<file path="config.mk">
export PLATFORM = sky130hd
export DESIGN_NAME = cpu_trace_buf_flat
export DESIGN_NICKNAME = d
export VERILOG_FILES = /design/src/rtl/cpu_trace_buf_if.sv /design/src/rtl/cpu_trace_buf.sv /design/src/flat_wrapper.sv
export SDC_FILE = /design/constraint.sdc
export NUM_CORES = 2
export LEC_CHECK = 0
export CORE_ASPECT_RATIO = 0.5
export CORE_MARGIN = 4
export CORE_UTILIZATION = 40
export DETAILED_ROUTE_END_ITERATION = 7
export PLACE_DENSITY = 0.61
export SETUP_SLACK_MARGIN = 0.5
export SLEW_MARGIN = 10
export SYNTH_ARGS = -nofsm -noshare
export SYNTH_HDL_FRONTEND = slang
export SYNTH_SLANG_ARGS = --single-unit
</file>
<file path="constraint.sdc">
create_clock -name clk -period 9.83 [get_ports clk]
set_input_delay 1.966 -clock clk [delete_from_list [all_inputs] [get_ports clk]]
set_output_delay 1.966 -clock clk [all_outputs]
set_load 0.03 [all_outputs]
</file>
<file path="src/rtl/cpu_trace_buf_if.sv">
// Beat stream from the trace buffer toward the debug trace port.
// master = buffer (drives beats), slave = trace port sink (drives ready).
interface cpu_trace_buf_if;
    logic        out_valid;
    logic        out_ready;
    logic [31:0] out_data;
    logic        out_last;

    modport master (
        output out_valid,
        output out_data,
        output out_last,
        input  out_ready
    );

    modport slave (
        input  out_valid,
        input  out_data,
        input  out_last,
        output out_ready
    );
endinterface

</file>
<file path="src/rtl/cpu_trace_buf.sv">
// Trace packet buffer: DEPTH x 256-bit FIFO drained as eight 32-bit beats, MSB word first.
// Optional macro CPU_TRACE_FILTER_EN adds a type_mask input that filters packets by type.
//
//   state  | meaning
//   S_IDLE | nothing buffered, out_valid low
//   S_SEND | presenting beat r_beat of the packet at r_rd_ptr
module cpu_trace_buf #(
    parameter int DEPTH = 16,
    parameter int CNT_W = 16
) (
    input  logic                    clk,
    input  logic                    rstn,
    input  logic                    trc_en,
    input  logic                    flush,
    input  logic                    pkg_valid,
    input  logic [255:0]            pkg,
`ifdef CPU_TRACE_FILTER_EN
    input  logic [3:0]              type_mask,
`endif
    cpu_trace_buf_if.master         trc_out,
    output logic [$clog2(DEPTH):0]  level,
    output logic                    full,
    output logic                    empty,
    output logic [CNT_W-1:0]        drop_cnt
);

    localparam int PTR_W = $clog2(DEPTH);
    localparam int LVL_W = PTR_W + 1;

    typedef enum logic {S_IDLE, S_SEND} state_t;

    state_t             r_state;
    logic [2:0]         r_beat;
    logic               r_out_valid;
    logic               r_out_last;

    logic [255:0]       r_mem [DEPTH];
    logic [PTR_W-1:0]   r_wr_ptr;
    logic [PTR_W-1:0]   r_rd_ptr;
    logic [LVL_W-1:0]   r_level;
    logic [CNT_W-1:0]   r_drop_cnt;

    logic               w_full;
    logic               w_empty;
    logic               w_type_ok;
    logic               w_offer;
    logic               w_fire;
    logic               w_pop;
    logic               w_push;
    logic               w_drop;
    logic               w_more;
    logic [7:0][31:0]   w_words;

`ifdef CPU_TRACE_FILTER_EN
    assign w_type_ok = type_mask[pkg[255:254]];
`else
    assign w_type_ok = 1'b1;
`endif

    assign w_full  = (r_level == LVL_W'(DEPTH));
    assign w_empty = (r_level == '0);

    // A packet is only "offered" if it would be kept given room; filtered or
    // disabled packets never reach the drop counter.
    assign w_offer = pkg_valid & trc_en & w_type_ok & ~flush;
    assign w_fire  = r_out_valid & trc_out.out_ready;
    assign w_pop   = w_fire & r_out_last;
    assign w_push  = w_offer & (~w_full | w_pop);
    assign w_drop  = w_offer & w_full & ~w_pop;

    // Packets left after a pop: level - 1 + push.
    assign w_more  = (r_level > LVL_W'(1)) | w_push;

    always_ff @(posedge clk or negedge rstn) begin
        if (!rstn) begin
            r_state     <= S_IDLE;
            r_beat      <= '0;
            r_out_valid <= 1'b0;
            r_out_last  <= 1'b0;
        end else if (flush) begin
            r_state     <= S_IDLE;
            r_beat      <= '0;
            r_out_valid <= 1'b0;
            r_out_last  <= 1'b0;
        end else begin
            case (r_state)
                S_IDLE: begin
                    if (!w_empty || w_push) begin
                        r_state     <= S_SEND;
                        r_out_valid <= 1'b1;
                        r_beat      <= '0;
                        r_out_last  <= 1'b0;
                    end
                end
                S_SEND: begin
                    if (w_fire) begin
                        if (r_out_last) begin
                            r_beat     <= '0;
                            r_out_last <= 1'b0;
                            if (!w_more) begin
                                r_state     <= S_IDLE;
                                r_out_valid <= 1'b0;
                            end
                        end else begin
                            r_beat     <= r_beat + 3'd1;
                            r_out_last <= (r_beat == 3'd6);
                        end
                    end
                end
                default: begin
                    r_state     <= S_IDLE;
                    r_out_valid <= 1'b0;
                    r_out_last  <= 1'b0;
                    r_beat      <= '0;
                end
            endcase
        end
    end

    always_ff @(posedge clk or negedge rstn) begin
        if (!rstn) begin
            r_wr_ptr   <= '0;
            r_rd_ptr   <= '0;
            r_level    <= '0;
            r_drop_cnt <= '0;
        end else if (flush) begin
            r_wr_ptr   <= '0;
            r_rd_ptr   <= '0;
            r_level    <= '0;
            r_drop_cnt <= '0;
        end else begin
            if (w_push) begin
                r_wr_ptr <= r_wr_ptr + 1'b1;
            end
            if (w_pop) begin
                r_rd_ptr <= r_rd_ptr + 1'b1;
            end
            case ({w_push, w_pop})
                2'b10:   r_level <= r_level + 1'b1;
                2'b01:   r_level <= r_level - 1'b1;
                default: r_level <= r_level;
            endcase
            if (w_drop && (r_drop_cnt != '1)) begin
                r_drop_cnt <= r_drop_cnt + 1'b1;
            end
        end
    end

    // Storage needs no reset: entries are only read once level says they are valid.
    // When full, a push with a same-cycle pop overwrites the slot being retired.
    always_ff @(posedge clk) begin
        if (w_push) begin
            r_mem[r_wr_ptr] <= pkg;
        end
    end

    assign w_words = r_mem[r_rd_ptr];

    assign trc_out.out_valid = r_out_valid;
    assign trc_out.out_last  = r_out_last;
    assign trc_out.out_data  = r_out_valid ? w_words[3'd7 - r_beat] : 32'h0;

    assign level    = r_level;
    assign full     = w_full;
    assign empty    = w_empty;
    assign drop_cnt = r_drop_cnt;

endmodule

</file>
<file path="src/flat_wrapper.sv">
// flat-port wrapper written by rule: the top's interface ports become plain ports
module cpu_trace_buf_flat 
#(
    parameter int DEPTH = 16,
    parameter int CNT_W = 16
)
  (clk, rstn, trc_en, flush, pkg_valid, pkg, level, full, empty, drop_cnt, trc_out_out_valid, trc_out_out_data, trc_out_out_last, trc_out_out_ready);
  cpu_trace_buf_if trc_out_i ();
  input  logic clk;
  input  logic rstn;
  input  logic trc_en;
  input  logic flush;
  input  logic pkg_valid;
  input  logic [255:0] pkg;
  output logic [$clog2(DEPTH):0] level;
  output logic full;
  output logic empty;
  output logic [CNT_W-1:0] drop_cnt;
  output wire logic [$bits(trc_out_i.out_valid)-1:0] trc_out_out_valid;
  output wire logic [$bits(trc_out_i.out_data)-1:0] trc_out_out_data;
  output wire logic [$bits(trc_out_i.out_last)-1:0] trc_out_out_last;
  input wire logic [$bits(trc_out_i.out_ready)-1:0] trc_out_out_ready;
  assign trc_out_out_valid = trc_out_i.out_valid;
  assign trc_out_out_data = trc_out_i.out_data;
  assign trc_out_out_last = trc_out_i.out_last;
  assign trc_out_i.out_ready = trc_out_out_ready;
  cpu_trace_buf #(.DEPTH(DEPTH), .CNT_W(CNT_W)) u_core (.clk(clk), .rstn(rstn), .trc_en(trc_en), .flush(flush), .pkg_valid(pkg_valid), .pkg(pkg), .trc_out(trc_out_i), .level(level), .full(full), .empty(empty), .drop_cnt(drop_cnt));
endmodule
</file>
* Word-level counts from Yosys, hierarchy flattened
Memory sizes are Yosys's and may differ from the RTL's.
Cells that the tools add are included.
** Word-level totals
- Bits in writable memories :: 4096
- Word-level logic and storage cells :: 85
- Bits in latches :: 0
- Memories :: 1
- Input port bits :: 262
- Output and inout port bits :: 57
- Memory bits (read-only) :: 0
- Register bits :: 35
** Memory list
- u_core.r_mem :: depth 16, width 256, rd ports 1, clocked after Yosys merged registers in 0, wr ports 1, RTL line cpu_trace_buf.sv:37 : logic [255:0] r_mem [DEPTH];
** Operators by class
- Reduce and logical (&&, ||, !) cells :: 10
- Shifts and indexed selects :: 0
- Add/sub/neg operators :: 7
- Muxes and demuxes :: 35
- $lt $le $gt $ge :: 2
- Divide/modulo/power cells :: 0
- Multiply operators :: 0
- Equal/unequal tests :: 9
- Bitwise gates (word level) :: 13
** Operators by type and width (number)
- 32-bit binary-select mux with 3-bit select :: 1
- 32-bit two-way mux :: 2
- 16-bit two-way mux :: 2
- 16-bit by 1-bit adder with 16-bit output, second input constant :: 1
- 1-bit two-way mux :: 16
- 4-bit two-way mux :: 4
- 16-bit != test, second input constant :: 1
- 3-bit two-way mux :: 4
- 5-bit one-hot mux with 2 select lines :: 1
- 3-bit != test, second input constant :: 3
- 4-bit by 1-bit adder with 4-bit output, second input constant :: 2
- 1-bit bitwise AND :: 7
- 1-bit one-hot mux with 2 select lines :: 3
- 3-bit one-hot mux with 2 select lines :: 1
- 2-bit nonzero test :: 3
- 5-bit by 1-bit adder with 5-bit output, second input constant :: 1
- 5-bit == test, second input constant :: 1
- 5-bit by 1-bit greater-than comparator with 1-bit output, second input constant :: 1
- 5-bit zero test :: 1
- 5-bit two-way mux :: 1
- 5-bit by 1-bit subtractor with 5-bit output, second input constant :: 1
- 3-bit by 4-bit less-than comparator with 1-bit output, second input constant :: 1
- 1-bit NOT :: 4
- 4-bit AND reduction :: 1
- other kinds (12) :: 13

* Longest topological paths before layout
- Depth after elaboration :: 10
- Mapped depth :: 11
- Depth with buffers taken out :: 8

* Worst setup path before layout
Ideal clock, no wire load.
- Path kind :: in2reg
- Start point :: input port flush
- End point :: memory u_core.r_mem[0][0] (enable)
- Library setup time :: 0.650 ns
- Data required time :: 9.180 ns
- Path buffers :: 1
- Stages on the path :: 6
- Arrival :: 8.842 ns
- Setup slack :: 0.338 ns
- Cell sequence :: clkbuf_1 > nand3b_1 > a21oi_1 > nor2b_1 > nor2b_1 > and2_1
** Between the ends
- Word-level cells in the longest chain between the ends :: 5
** Ends and longest elaborated chain
- start: declaration :: RTL line flat_wrapper.sv:12 : input logic flush;
- 1-bit NOT :: RTL line cpu_trace_buf.sv:65 : assign w_offer = pkg_valid & trc_en & w_type_ok & ~flush;
- 1-bit bitwise AND :: RTL line cpu_trace_buf.sv:65
- 1-bit bitwise AND :: RTL line cpu_trace_buf.sv:68 : assign w_push = w_offer & (~w_full | w_pop);
- 1-bit two-way mux :: RTL line cpu_trace_buf.sv:152 : if (w_push) begin
- 1-bit two-way mux (implied by the code) :: RTL line cpu_trace_buf.sv:153 : r_mem[r_wr_ptr] <= pkg;
- end: declaration :: RTL line cpu_trace_buf.sv:37
No other way between the ends.

* Final worst setup path
- Start point :: register u_core.r_rd_ptr[3]
- End point :: output port trc_out_out_data[13]
** Between the ends
- Word-level cells in the longest chain between the ends :: 4
** Ends and longest elaborated chain
- start: declaration :: RTL line cpu_trace_buf.sv:39 : logic [PTR_W-1:0] r_rd_ptr;
- start signal: assignment :: RTL line cpu_trace_buf.sv:136 : r_rd_ptr <= r_rd_ptr + 1'b1;
- memory read 16 x 256 bit
- 32-bit binary-select mux with 3-bit select :: RTL line cpu_trace_buf.sv:161 : assign trc_out.out_data = r_out_valid ? w_words[3'd7 - r_beat] : 32'h0;
- 32-bit two-way mux (implied by the code) :: RTL line cpu_trace_buf.sv:161
- 32-bit two-way mux :: RTL line cpu_trace_buf.sv:161
- end: declaration :: RTL line flat_wrapper.sv:20 : output wire logic [$bits(trc_out_i.out_data)-1:0] trc_out_out_data;
No other way between the ends. The select of a mux whose other input is x is not followed.

==> impl_metrics.json <==
{
  "postSynthAreaPerCell_sq_um": 20.6,
  "cts-buffers-inserted": 382,
  "root_buffer": "clkbuf_16",
  "synth_top_cell_by_area": "edfxtp_1",
  "start_util_pct": 40.3,
  "period_needed_ns": 7.86,
  "die_y_um": 452,
  "clk_latency_ns": 0.90,
  "drive_above_1_share_pct": 15.1,
  "post_cts_resized": 0,
  "holdPathStages": 2,
  "finalPower_mw": 34.5,
  "powerDensity_nw_per_um2": 192,
  "layout_common_cells": "edfxtp_1, mux2i_1, mux4_2",
  "rows": 162,
  "viasPerCell": 5.91,
  "synth_top_area_share_pct": 78.1,
  "drv_slew": 0,
  "hold_violations": 0,
  "grt_overflow_total": 0,
  "period_share_pct": 79.9,
  "r2r-start": "u_core.trc_out.out_valid",
  "crit_arrival_ns": 5.89,
  "drv_cap": 0,
  "syn2layout_area_growth_pct": 14.0,
  "fin_skew_ns": 0.0389,
  "crit_path_end_kind": "output pin",
  "cts_sinks": 4131,
  "met3_usage_pct": 3.24,
  "r2r-end": "u_core.r_mem[10][77]",
  "rr_worst_depth": 7,
  "ant_nets": 0,
  "outcome": "complete, no violations",
  "met2_usage_pct": 34.2,
  "dpl.hpwl_um": 240000,
  "drc": 0,
  "setup_viol": 0,
  "total_leakage_power_nw": 52.7,
  "fp.coreArea_sq_um": 391000,
  "routabilityCongestion": 0.776,
  "cts_max_path_buffers": 4,
  "syn_inst": 7660,
  "syn-cell-area_sq_um": 157000,
  "post_cts_buffers": 0,
  "dieWidth_um": 895,
  "hold_path_end": "u_core.drop_cnt[5]",
  "via_count": 80900,
  "grt_pass1_vias": 79300,
  "first_pass_iters": 6,
  "grt_max_degree": 109,
  "syn_nets": 7934,
  "grt_first_pass_wirelength_um": 618000,
  "hold_start": "u_core.drop_cnt[5]",
  "start_kind": "register",
  "cp_max_fo": 26,
  "crit_type": "reg -> out",
  "clk_pin_slew_ns": 0.06,
  "cts_tree": "done",
  "ios": 319,
  "cp_slowest_cell": "dfrtp_1",
  "fin_setup_tns_ns": 0,
  "required_ns": 7.86,
  "tightestPinTransition_ns": 1.40,
  "layout_commonest_cell": "edfxtp_1",
  "cts_hold_buf": 0,
  "synth_warnings": 0,
  "cp_cell_sequence": "or3b_2 -> nor3b_4 -> buf_4 -> a22oi_1 -> and4_1 -> nand4_1 -> o41a_1 -> clkdlybuf4s50_1",
  "grt.total_usage_pct": 21.3,
  "ir_drop_mv": 0.148,
  "drtIter0Drc": 10200,
  "ys_ff_latch": 4131,
  "h-tree-depth": 5,
  "finalNetCount": 8377,
  "cpPeakStageDelay_ns": 0.91,
  "r2r_setup_slack_ns": 4.72,
  "synth_area_leaders": "edfxtp_1, mux4_2, mux2i_1",
  "synth_cell_types": 53,
  "fmax_mhz": 127,
  "wl_um": 442000,
  "antenna_found_initial": 125,
  "use_met1_pct": 30.7,
  "ys_seq_area_share_pct": 78.7,
  "grt_setup_unrepaired": "no",
  "fillers": 32600,
  "synth_ff_type": "edfxtp_1",
  "ys_async_sr_fraction_pct": 0.847,
  "grt_busiest_layer": "met2",
  "slew_headroom_pct": 6.69,
  "dieArea_sq_um": 404000,
  "io_buffer_count": 318,
  "synth_edf_count": 4096,
  "hp-class": "reg -> reg",
  "post_drt_wl_per_cell_um": 32.3
}
## worst max path at each step
stage                            start              endpoint  slack (ns)  depth (start not counted)
finish              u_core.r_rd_ptr[3]  trc_out_out_data[13]        1.97                          8
global route        u_core.r_rd_ptr[0]  trc_out_out_data[16]        1.82                          8
CTS                 u_core.r_rd_ptr[0]  trc_out_out_data[10]        1.99                          9
detailed placement  u_core.r_rd_ptr[0]  trc_out_out_data[10]        2.97                          9
global placement    u_core.r_rd_ptr[0]  trc_out_out_data[10]        2.93                          9
floorplan                        flush   u_core.r_mem[12][0]        0.54                          5
## sequential cells by signal (all words and copies together), names as in the netlist
| name | count |
|---|---|
| u_core.trc_out.out_valid | 1 |
| u_core.r_mem | 4096 |
| u_core.r_rd_ptr | 4 |
| u_core.r_state | 1 |
| u_core.trc_out.out_last | 1 |
| u_core.r_beat | 3 |
| u_core.level | 5 |
| u_core.drop_cnt | 16 |
| u_core.r_wr_ptr | 4 |
## critical path: cells and delay by family (launching register included)
family	cells	cell delay (ns)
simple gates	4	1.77
flops	1	0.91
compound gates	2	0.59
buf+inv	2	1.61
## kinds of logic (layout without fill, tap and decap cells)
family / count (synthesis) / after routing / synth area share [%]
buf+inv: 455 / 1189 / 1.28
simple gates: 605 / 605 / 1.99
xor+xnor: 17 / 17 / 0.0945
other cells: 0 / 37 / 0
mux: 1538 / 1538 / 13.8
compound gates: 902 / 902 / 4.06
fa+ha+maj: 12 / 12 / 0.0953
flops: 4131 / 4131 / 78.7
## synth_stat cells, types with 8 or more instances
library cell,n
mux2i_1,1028
o22ai_1,126
a221oi_1,94
a22o_1,32
buf_4,8
nand4_1,74
clkbuf_1,242
a31oi_1,33
edfxtp_1,4096
buf_2,160
inv_1,8
nor3_1,13
nand2_1,128
and4_1,37
nand3_1,170
buf_1,27
nor2_1,95
buf_6,10
o41a_1,31
ha_1,12
a21oi_1,110
nor2b_1,10
xnor2_1,10
mux4_2,509
and3_1,37
dfrtp_1,35
and2_1,10
o21ai_0,74
or3_1,9
a22oi_1,385
## stage by stage
stage                     cell area (sq um)  instances  hold WS [ns]  setup slack [ns]  utilization, %
final                                180000      13700         0.594              1.97            45.9
after global placement               168000      13000         0.557              2.93            42.9
after global routing                 179000      13700         0.621              1.82            45.9
after detailed placement             168000      13000         0.571              2.97            42.9
after floorplan                      157000       7660         0.550             0.539               -
after CTS                            179000      13600         0.591              1.99            45.9
## final cells by class
class	count	area, sq um	share of cell area (%)
Inverter	8	30.0	0.0167
Antenna cell	37	92.6	0.0516
Clock buffer	469	10100	5.64
Tap cell	5248	6570	3.66
Sequential cell	4131	124000	69.0
Multi-Input combinational cell	3074	31800	17.7
Clock inverter	206	1620	0.900
Timing Repair Buffer	506	5380	3.00
## metal layers
metal  up-vias  wire length (um)
met5         -               104
met4        16             11900
met3       693             36400
met2      3805            209000
met1     43400            184000
li1      32900                 -
## power breakdown
part / total, mW / switching, mW / internal [mW]
clock: 14.3 / 6.30 / 7.97
combinational: 0.739 / 0.530 / 0.209
sequential: 19.5 / 0.0413 / 19.4
No activity file was read; power rests on OpenSTA's default activity.
